## config.mk

```make
export PLATFORM = sky130hd
export DESIGN_NAME = multisim_pull_arbiter
export DESIGN_NICKNAME = d
export VERILOG_FILES = /design/src/rtl/multisim_pull_arbiter.sv
export SDC_FILE = /design/constraint.sdc
export NUM_CORES = 1
export LEC_CHECK = 0
export BUFFER_PORTS_ARGS = -buffer_cell sky130_fd_sc_hd__buf_2
export CORE_AREA = 3 3 127 129
export CTS_CLUSTER_DIAMETER = 100
export DETAILED_ROUTE_END_ITERATION = 8
export DIE_AREA = 0 0 130 132
export PLACE_DENSITY = 0.81
export SETUP_SLACK_MARGIN = 0.4
export SLEW_MARGIN = 20
export SYNTH_ARGS = -nofsm -noshare
export SYNTH_HDL_FRONTEND = slang
export SYNTH_SLANG_ARGS = --single-unit
export TNS_END_PERCENT = 30
```

## constraint.sdc

```tcl
create_clock -name clk -period 3.7 [get_ports clk]
set_input_delay 0.555 -clock clk [delete_from_list [all_inputs] [get_ports clk]]
set_output_delay 0.555 -clock clk [all_outputs]
set_load 0.1 [all_outputs]
```

## src/rtl/multisim_pull_arbiter.sv

```systemverilog
// Round-robin arbiter merging NUM_CHANNELS valid/ready pull streams into one registered,
// channel-tagged output stream, with a per-grant burst limit.
module multisim_pull_arbiter #(
    parameter int unsigned NUM_CHANNELS = 4,
    parameter int unsigned DATA_WIDTH   = 64,
    parameter int unsigned MAX_BURST    = 8,
    parameter int unsigned ID_WIDTH     = $clog2(NUM_CHANNELS)
) (
    input  logic                    clk,
    input  logic                    rst_n,
    input  logic [NUM_CHANNELS-1:0] in_vld,
    output logic [NUM_CHANNELS-1:0] in_rdy,
    input  logic [DATA_WIDTH-1:0]   in_data [NUM_CHANNELS],
    output logic                    out_vld,
    input  logic                    out_rdy,
    output logic [DATA_WIDTH-1:0]   out_data,
    output logic [ID_WIDTH-1:0]     out_id
);
    localparam int unsigned CntWidth = $clog2(MAX_BURST + 1);

    typedef enum logic [0:0] {Idle, Locked} state_e;

    state_e              state;
    logic [ID_WIDTH-1:0] grant;
    logic [ID_WIDTH-1:0] rr_ptr;
    logic [CntWidth-1:0] burst_cnt;

    logic                load;
    logic                found;
    logic                take;
    logic                at_limit;
    logic [ID_WIDTH-1:0] winner;
    logic [ID_WIDTH-1:0] cand;
    logic [ID_WIDTH-1:0] src;
    logic [CntWidth-1:0] cnt_inc;
    int unsigned         idx;

    // Modulo increment so non-power-of-2 channel counts wrap correctly.
    function automatic logic [ID_WIDTH-1:0] wrap_inc(input logic [ID_WIDTH-1:0] i);
        if (32'(i) == NUM_CHANNELS - 1) return '0;
        return i + ID_WIDTH'(1);
    endfunction

    assign load     = !out_vld || out_rdy;
    assign cnt_inc  = burst_cnt + CntWidth'(1);
    assign at_limit = (cnt_inc == CntWidth'(MAX_BURST));

    // Cyclic first-valid search starting at rr_ptr.
    always_comb begin
        found  = 1'b0;
        winner = '0;
        idx    = 0;
        cand   = '0;
        for (int unsigned k = 0; k < NUM_CHANNELS; k++) begin
            idx = 32'(rr_ptr) + k;
            if (idx >= NUM_CHANNELS) idx = idx - NUM_CHANNELS;
            cand = ID_WIDTH'(idx);
            if (!found && in_vld[cand]) begin
                found  = 1'b1;
                winner = cand;
            end
        end
    end

    always_comb begin
        in_rdy = '0;
        src    = grant;
        take   = 1'b0;
        if (state == Idle) begin
            src  = winner;
            take = found && load;
            if (take) in_rdy[winner] = 1'b1;
        end else begin
            in_rdy[grant] = load;
            take          = load && in_vld[grant];
        end
        if (!rst_n) in_rdy = '0;
    end

    always_ff @(posedge clk or negedge rst_n) begin
        if (!rst_n) begin
            state     <= Idle;
            grant     <= '0;
            rr_ptr    <= '0;
            burst_cnt <= '0;
            out_vld   <= 1'b0;
            out_data  <= '0;
            out_id    <= '0;
        end else begin
            if (take) begin
                out_vld  <= 1'b1;
                out_data <= in_data[src];
                out_id   <= src;
            end else if (load) begin
                out_vld  <= 1'b0;
            end

            case (state)
                Idle: begin
                    if (take) begin
                        grant     <= winner;
                        burst_cnt <= CntWidth'(1);
                        if (MAX_BURST > 1) state <= Locked;
                        else               rr_ptr <= wrap_inc(winner);
                    end
                end
                Locked: begin
                    if (take) begin
                        burst_cnt <= cnt_inc;
                        if (at_limit) begin
                            state  <= Idle;
                            rr_ptr <= wrap_inc(grant);
                        end
                    end else if (load) begin
                        // Granted channel went idle: release it.
                        state  <= Idle;
                        rr_ptr <= wrap_inc(grant);
                    end
                end
                default: state <= Idle;
            endcase
        end
    end

endmodule

```

==> flow_metrics.env <==
export IMPL_cp_end_kind="primary output"
export IMPL_post_drt_wl_per_cell_um=19.34
export IMPL_critPathMaxFanout=36
export IMPL_fin_crit_ps=3121
export IMPL_clockBufferDepth=2
export IMPL_antenna_left=0
export IMPL_power_density_nw_per_um2=1242
export IMPL_slew_violations=0
export IMPL_diodes=0
export IMPL_cts_buffers=9
export IMPL_r2r_end="out_data[27]"
export IMPL_rr_worst_depth=5
export IMPL_max_stage_delay_ps=770
export IMPL_cts_tree="yes"
export IMPL_yosysUniqueCellTypes=42
export IMPL_overflow=0
export IMPL_area_delta_synth_final_pct=34.23
export IMPL_drt_total_wl_um=22600
export IMPL_syn_inst=689
export IMPL_gp_congestion=0.9661
export IMPL_worst_pin_slew_ps=783.1
export IMPL_crit_path_top_delay_cell="dfrtp_2"
export IMPL_port_buffers=333
export IMPL_grt_pass1_vias=6555
export IMPL_worstHoldPathType="in2async"
export IMPL_worst_slack_ps=578.8
export IMPL_cts_sinks=76
export IMPL_max_clock_freq_mhz=320.4
export IMPL_peakVddDrop_v=0.0006536
export IMPL_syn_area_um2=5684
export IMPL_drtIter0Drc=642
export IMPL_htree_levels=3
export IMPL_boundaryPins=334
export IMPL_ys_warn_count=0
export IMPL_antenna_found_initial=0
export IMPL_startpoint="grant[1]"
export IMPL_via_count=6871
export IMPL_grt_usage_pct=24.91
export IMPL_final_cell_mix="buf_2 (332), nor2_1 (138), nand2_1 (79), dfrtp_1 (74), a21oi_1 (71)"
export IMPL_worstPathArrival_ps=2570
export IMPL_die_h_um=132
export IMPL_cts_clk_slew_worst_paths_ps=60
export IMPL_required_ps=3140
export IMPL_nets=1244
export IMPL_clk_latency_ps=340
export IMPL_r2r_start="grant[1]"
export IMPL_fp_dieW_um=130
export IMPL_crit_chain="buf_4 -> ha_1 -> a32oi_1 -> nor2b_1 -> buf_2"
export IMPL_final_util_pct=50.38
export IMPL_synth_seq_cells=76
export IMPL_drtPass1Iterations=5
export IMPL_syn_num_nets=957
export IMPL_dieArea_um2=17160
export IMPL_grt_pass1_wl_um=33990
export IMPL_hpwl_um=16090
export IMPL_avgSynthCellArea_um2=8.250
export IMPL_num_rows=45
export IMPL_endpoint="in_rdy[3]"
export IMPL_cts_root_buffer="clkbuf_16"
export IMPL_outcome="completed"
export IMPL_dp_slack_ps=600.5
export IMPL_drive_above_1_share_pct=39.55
export IMPL_final_common_cell="buf_2"
export IMPL_finalSetupViolations=0
export IMPL_core_region_area_um2=15150
export IMPL_ys_seq_area_share_pct=33.46
export IMPL_finalHoldViolCount=0
export IMPL_viasPerCell=5.878
export IMPL_fin_skew_ps=5.786
export IMPL_rsz0062_at_grt="false"
export IMPL_p_leak_nw=3.444
export IMPL_critPathKind="reg2out"
export IMPL_drc=0
export IMPL_setup_tns_ps=0
export IMPL_grt_max_degree=72
export IMPL_critPathLaunchType="flop"
export IMPL_maxSlewHeadroom_pct=47.79
export IMPL_start_util_pct=37.53
export IMPL_reg2reg_slack_ps=990
export IMPL_maxCapViolations=0
export IMPL_post_route_period_util_pct=84.36
[cell usage after synthesis (all sizes together)]
| cell type | number | area share (%) |
|---|---|---|
| inv | 4 | 0.26 |
| a21oi | 71 | 6.3 |
| nor2 | 138 | 9.1 |
| or3 | 3 | 0.33 |
| ha | 5 | 1.1 |
| o221a | 61 | 12 |
| o22ai | 1 | 0.11 |
| o2bb2ai | 1 | 0.15 |
| a21o | 1 | 0.13 |
| a31oi | 3 | 0.33 |
| a22oi | 63 | 8.9 |
| o22a | 1 | 0.15 |
| mux2i | 2 | 0.35 |
| buf | 39 | 5.1 |
| nand3 | 2 | 0.18 |
| nor4 | 1 | 0.22 |
| mux2 | 3 | 0.59 |
| nor2b | 5 | 0.55 |
| o21ai | 6 | 0.53 |
| a2111oi | 1 | 0.15 |
| nand2b | 4 | 0.44 |
| xor2 | 2 | 0.31 |
| and3 | 1 | 0.20 |
| a21boi | 1 | 0.13 |
| nor3b | 1 | 0.13 |
| a211oi | 65 | 8.7 |
| clkbuf | 34 | 2.2 |
| nand2 | 80 | 5.3 |
| or2 | 1 | 0.11 |
| dfrtp | 76 | 33 |
| o41a | 1 | 0.20 |
| mux4 | 1 | 0.40 |
| a32o | 2 | 0.35 |
| o32ai | 1 | 0.48 |
| nor3 | 5 | 0.44 |
| a32oi | 2 | 0.31 |
| o211a | 1 | 0.18 |
[per-stage QoR]
step | total power [W] | std cells | hold slack (ps) | area [um^2]
after CTS | 0.009462 | 1169 | 343.3 | 7625
after global routing | 0.009971 | 1169 | 361.5 | 7630
after floorplan | 0.007328 | 689 | 259.4 | 5687
after detailed placement | 0.008625 | 1153 | 509.6 | 7361
after global placement | 0.008525 | 1153 | 486.7 | 7361
final | 0.009478 | 1169 | 324.7 | 7630
[registers in the layout, summed over array words and instances (netlist names)]
name / cells
out_vld: 1
out_data: 64
burst_cnt: 4
out_id: 2
grant: 2
state: 1
rr_ptr: 2
[critical path, delay by kind of cell (launching register included)]
family                     cells  cell delay [ps]
adders and majority gates      1              260
and+or+nand+nor                1              150
buffers and inverters          2              950
DFF                            1              770
AOI/OAI and AO/OA              1               70
[how the worst min path moves through the flow]
| stage | from | cells after the start | to | slack, ps |
|---|---|---|---|---|
| 6_report | rst_n | 2 | burst_cnt[1] | 320 |
| 3_3_place_gp | out_id[1] | 1 | out_id[1] | 490 |
| 3_5_place_dp | out_id[1] | 1 | out_id[1] | 510 |
| 4_1_cts | rst_n | 2 | burst_cnt[1] | 340 |
| 2_1_floorplan | rst_n | 0 | burst_cnt[0] | 260 |
| 5_1_grt | rst_n | 2 | burst_cnt[2] | 360 |
[power breakdown]
| part | switching, W | leakage (nW) | internal, W |
|---|---|---|---|
| combinational | 0.00514 | 2.46 | 0.00191 |
| sequential | 0.000334 | 0.850 | 0.00128 |
| clock | 0.000341 | 0.131 | 0.000472 |
[cell type report]
class                           count  area [um^2]
Multi-Input combinational cell    536         3372
Inverter                            4        15.01
Timing Repair Buffer              349         1839
Fill cell                        1466         7516
Tap cell                          188        235.2
Clock inverter                      2        10.01
Sequential cell                    76         1904
Clock buffer                       14        254.0
[timing repair]
item | 4_1_cts | 5_1_grt
buffers inserted | 0 | 0
endpoints found under the setup margin | 0 | 2
hold buffers | 0 | 0
gates resized for setup | 0 | 1
[cell families (layout without fill, tap and decap cells)]
family | Yosys count | count (layout) | synth area share [%]
AOI/OAI and AO/OA | 282 | 282 | 39.16
xor gates and xnor gates | 2 | 2 | 0.3082
adders and majority gates | 5 | 5 | 1.101
buffers and inverters | 77 | 369 | 7.638
DFF | 76 | 76 | 33.46
muxes | 6 | 6 | 1.343
and+or+nand+nor | 241 | 241 | 16.99
[routing by layer]
metal / track usage, % / up-vias / part of all wire [%] / wire length, um
met5: 0 / - / 0 / 0
met4: 11.37 / 0 / 3.5 / 789
met3: 3.849 / 58 / 8.5 / 1913
met2: 42.46 / 431 / 48 / 10930
met1: 30.64 / 3206 / 40 / 8971
li1: - / 3176 / - / -
No activity file was read; power rests on OpenSTA's default activity.
